[src/rtl/imem_loader.sv]
// rtl/imem_loader.sv - pin-driven imem program loader; holds core in reset while loading.
// Optional IMEM_LOADER_CSUM_EN: accept a trailing XOR checksum byte and flag a mismatch as load_err.
module imem_loader #(
  parameter int ADDR_W      = 4,
  parameter int DATA_W      = 8,
  parameter int SYNC_STAGES = 2
) (
  input  logic              clk,
  input  logic              rst,
  input  logic              load_req,
  input  logic              byte_stb,
  input  logic [DATA_W-1:0] byte_in,
  output logic              imem_we,
  output logic [ADDR_W-1:0] imem_addr,
  output logic [DATA_W-1:0] imem_wdata,
  output logic              core_hold,
  output logic              byte_ack,
  output logic              load_done,
  output logic              load_err
);

  localparam logic [ADDR_W-1:0] LAST_ADDR = '1;

  typedef enum logic [1:0] {IDLE, LOAD, WAIT_REL} state_t;

  state_t            state, state_n;
  logic [SYNC_STAGES-1:0] req_sync, stb_sync;
  logic              req_s, stb_s, stb_prev, stb_rise;
  logic [ADDR_W-1:0] addr, addr_n, waddr_n;
  logic [DATA_W-1:0] wdata_n;
  logic              we_n, ack_n, done_n, err_n;
`ifdef IMEM_LOADER_CSUM_EN
  logic [DATA_W-1:0] csum, csum_n;
  logic              csum_phase, csum_phase_n;
`endif

  assign req_s     = req_sync[SYNC_STAGES-1];
  assign stb_s     = stb_sync[SYNC_STAGES-1];
  assign core_hold = (state != IDLE);

  // stb_rise is registered so byte_in is sampled well inside its stable window
  always_ff @(posedge clk) begin
    if (rst) begin
      req_sync   <= '0;
      stb_sync   <= '0;
      stb_prev   <= 1'b0;
      stb_rise   <= 1'b0;
      state      <= IDLE;
      addr       <= '0;
      imem_we    <= 1'b0;
      imem_addr  <= '0;
      imem_wdata <= '0;
      byte_ack   <= 1'b0;
      load_done  <= 1'b0;
      load_err   <= 1'b0;
`ifdef IMEM_LOADER_CSUM_EN
      csum       <= '0;
      csum_phase <= 1'b0;
`endif
    end else begin
      req_sync   <= {req_sync[SYNC_STAGES-2:0], load_req};
      stb_sync   <= {stb_sync[SYNC_STAGES-2:0], byte_stb};
      stb_prev   <= stb_s;
      stb_rise   <= stb_s & ~stb_prev;
      state      <= state_n;
      addr       <= addr_n;
      imem_we    <= we_n;
      imem_addr  <= waddr_n;
      imem_wdata <= wdata_n;
      byte_ack   <= ack_n;
      load_done  <= done_n;
      load_err   <= err_n;
`ifdef IMEM_LOADER_CSUM_EN
      csum       <= csum_n;
      csum_phase <= csum_phase_n;
`endif
    end
  end

  always_comb begin
    state_n = state;
    addr_n  = addr;
    we_n    = 1'b0;
    waddr_n = imem_addr;
    wdata_n = imem_wdata;
    ack_n   = byte_ack & stb_s;
    done_n  = load_done;
    err_n   = load_err;
`ifdef IMEM_LOADER_CSUM_EN
    csum_n       = csum;
    csum_phase_n = csum_phase;
`endif
    case (state)
      IDLE: begin
        if (req_s) begin
          state_n = LOAD;
          addr_n  = '0;
          done_n  = 1'b0;
          err_n   = 1'b0;
`ifdef IMEM_LOADER_CSUM_EN
          csum_n       = '0;
          csum_phase_n = 1'b0;
`endif
        end
      end
      LOAD: begin
        // abort wins over a same-cycle strobe
        if (!req_s) begin
          state_n = IDLE;
          err_n   = 1'b0 | 1'b1;
          done_n  = 1'b0;
          ack_n   = 1'b0;
        end else if (stb_rise) begin
          ack_n = 1'b1;
`ifdef IMEM_LOADER_CSUM_EN
          if (csum_phase) begin
            state_n = WAIT_REL;
            if (byte_in == csum) done_n = 1'b1;
            else                 err_n  = 1'b1;
          end else begin
            we_n    = 1'b1;
            waddr_n = addr;
            wdata_n = byte_in;
            csum_n  = csum ^ byte_in;
            if (addr == LAST_ADDR) csum_phase_n = 1'b1;
            else                   addr_n = addr + 1'b1;
          end
`else
          we_n    = 1'b1;
          waddr_n = addr;
          wdata_n = byte_in;
          if (addr == LAST_ADDR) begin
            state_n = WAIT_REL;
            done_n  = 1'b1;
          end else begin
            addr_n = addr + 1'b1;
          end
`endif
        end
      end
      WAIT_REL: begin
        if (!req_s) begin
          state_n = IDLE;
          ack_n   = 1'b0;
        end
      end
      default: state_n = IDLE;
    endcase
  end

endmodule

[config.mk]
export PLATFORM = sky130hd
export DESIGN_NAME = imem_loader
export DESIGN_NICKNAME = d
export VERILOG_FILES = /design/src/rtl/imem_loader.sv
export SDC_FILE = /design/constraint.sdc
export NUM_CORES = 1
export LEC_CHECK = 0
export CAP_MARGIN = 20
export CORE_ASPECT_RATIO = 1.75
export CORE_MARGIN = 2
export CORE_UTILIZATION = 45
export DETAILED_ROUTE_END_ITERATION = 7
export HOLD_SLACK_MARGIN = 0.05
export PLACE_DENSITY_LB_ADDON = 0.3
export SKIP_CTS_REPAIR_TIMING = 1
export SLEW_MARGIN = 20
export SYNTH_ARGS = -nofsm -noshare
export SYNTH_HDL_FRONTEND = slang
export SYNTH_SLANG_ARGS = --single-unit
[constraint.sdc]
create_clock -name clk -period 2.55 [get_ports clk]
set_input_delay 0.51 -clock clk [delete_from_list [all_inputs] [get_ports clk]]
set_output_delay 0.51 -clock clk [all_outputs]
set_load 0.01 [all_outputs]
==> run metrics <==
status complete, no violations; flop2flop setup slack 0.74 ns; RR Startpoint state[1]; Post-Syn Instances 136; Max Slew Vio Count 0; DRC errors left 0; Final Critical Period 2.24 ns; Max-slew headroom 0.756; Initial DRT Pass Iterations 4; layout cells sized above 1 0.0671; post-synthesis register bit count 28; setup TNS 0 ns; Boundary Pins 29; CTS root buf clkbuf_8; R2R cell count 6; cell taking the most area after synthesis dfxtp_1; r2r endpoint addr[0]; total nets after synthesis 154; RePlAce Congestion 0.852; fmax 447 MHz; clock transition at the registers of the reported paths 0.09 ns; gr ovfl total 0; antenna cell count 0; core area 2520 um2; Antenna Nets Post-Route 0; final hold vios 0; max cap viols 0; crit path from state[0]; vias in the first global route 1,010; Leak 0.566 nW; Worst Path Required 2.04 ns; area enclosed by the die boundary 3120 um2; pin slew with the least headroom to its limit 0.366 ns; Die Ht 72.4 um; Mean Syn Cell Area 8.84 um2; Iteration-0 DRC Markers 18; Synth cell types 35; vias 1,050; Yosys top cell area share 0.466; Syn Std Cell Area 1200 um2; initial antenna violation count 0; CTS tree built; Nets 183; drt total wl 2.51 mm; register area share after synthesis 0.466; DP Wirelength 1.88 mm; Pwr Density 614 nW/um2; clk buf depth 2; largest net degree at the start of global routing 23; Peak VDD IR 0.527 mV; Critical Path Start Type flip-flop; Initial Utilization 0.477; Layout area overhead 30.8%; fillers 233; TritonCTS buffer count 3; fin crit share 0.877; via density per instance 5.53; Die W 43.1 um; Worst-Skew Late Latency 0.28 ns; H-tree depth 1; Arrival @ worst endpoint 1.73 ns; HP Class reg -> reg; maximum fanout along the worst path 8; critical path capture point type primary output; RSZ-0062 raised after global routing false; Final Power 966 uW; yosys warns 0; crit path kind reg -> out; post-place instance area 1500 um2; most common cell after layout, fill and taps aside nand2_1; Core Rows 24; final setup fails 0; Worst Setup EP core_hold; first-pass GRT wire length 4.24 mm; Area contributors post-synth dfxtp_1, nand2_1, a21oi_1, ha_1, nor2b_1; Design Area, Final 1570 um2; clk sinks 28; skew final 0.00296 ns; PortBufs 28; gr usage total 0.179; commonest cells after routing, fill and taps aside nand2_1, dfxtp_1, clkdlybuf4s50_1; WL per Instance 13.2 um
## area by class of cell
class | instances | area [um2] | share of cell area
Sequential cell | 28 | 561 | 0.356
Timing Repair Buffer | 32 | 310 | 0.197
Inverter | 4 | 15.0 | 0.00955
Clock inverter | 1 | 30.0 | 0.0191
Multi-Input combinational cell | 96 | 583 | 0.371
Clock buffer | 3 | 41.3 | 0.0263
Tap cell | 26 | 32.5 | 0.0207
## power by group
group	total, mW	switching, mW	internal, mW
Sequential	0.459	0.0110	0.448
Clock	0.349	0.138	0.210
Combinational	0.158	0.0793	0.0785
## critical path, stage by stage, from the launching register on
cell	delay, ns
dfxtp_1	0.40
inv_1	0.10
ha_1	0.28
inv_1	0.12
clkdlybuf4s50_1	0.54
## synthesized netlist by cell type (all sizes together)
cell type and instances:
nand3b 1, nand3 3, mux2 2, or2b 1
nand2b 4, a21o 1, o221a 1, dfxtp 28
and3b 1, nand2 30, o21ai 4, and4 1
and2 1, a32oi 1, a31oi 1, a221oi 1
o221ai 1, a41oi 1, nor2 3, inv 4
nand4 1, mux2i 2, o2bb2ai 1, clkbuf 3
a21oi 15, and3 2, a211oi 1, a311oi 1
ha 6, o22ai 1, or3 1, nor2b 7
buf 5
## per-stage QoR
step                setup slack [ns]  utilization  hold slack [ns]  cells
floorplan                       1.14            -            0.367    136
global placement               0.686        0.595            0.375    186
detailed placement             0.627        0.595            0.384    186
CTS                            0.305        0.624            0.400    190
global route                   0.240        0.624            0.440    190
finish                         0.315        0.624            0.395    190
## state kept, by name, summed over array words and instances, names as in the netlist
register,cells
imem_addr,4
imem_wdata,8
addr,4
stb_sync,2
stb_rise,1
imem_we,1
req_sync,2
load_done,1
byte_ack,1
stb_prev,1
state,2
load_err,1
## layer usage
layer  track usage  share of wire  vias up  wire length, um
li1              -              -      519                -
met1         0.192           0.38      486              944
met2         0.323           0.55       37             1370
met3        0.0249          0.046        8              116
met4         0.101          0.028        0               70
met5             0              0        -                0
## worst min-delay path by stage
stage          cells after the start      from  endpoint  slack (ns)
4_1_cts                            1  stb_prev  stb_rise        0.40
2_1_floorplan                      1  stb_prev  stb_rise        0.37
3_5_place_dp                       1  stb_prev  stb_rise        0.38
3_3_place_gp                       1  stb_prev  stb_rise        0.37
5_1_grt                            1  stb_prev  stb_rise        0.44
6_report                           1  stb_prev  stb_rise        0.40
## cells by family after synthesis
| group | synth area share |
|---|---|
| DFF | 0.466 |
| and+or+nand+nor | 0.226 |
| buffers and inverters | 0.0489 |
| adders and majority gates | 0.0624 |
| muxes | 0.0354 |
| AOI/OAI and AO/OA | 0.161 |
(Power assumes the default switching activity.)
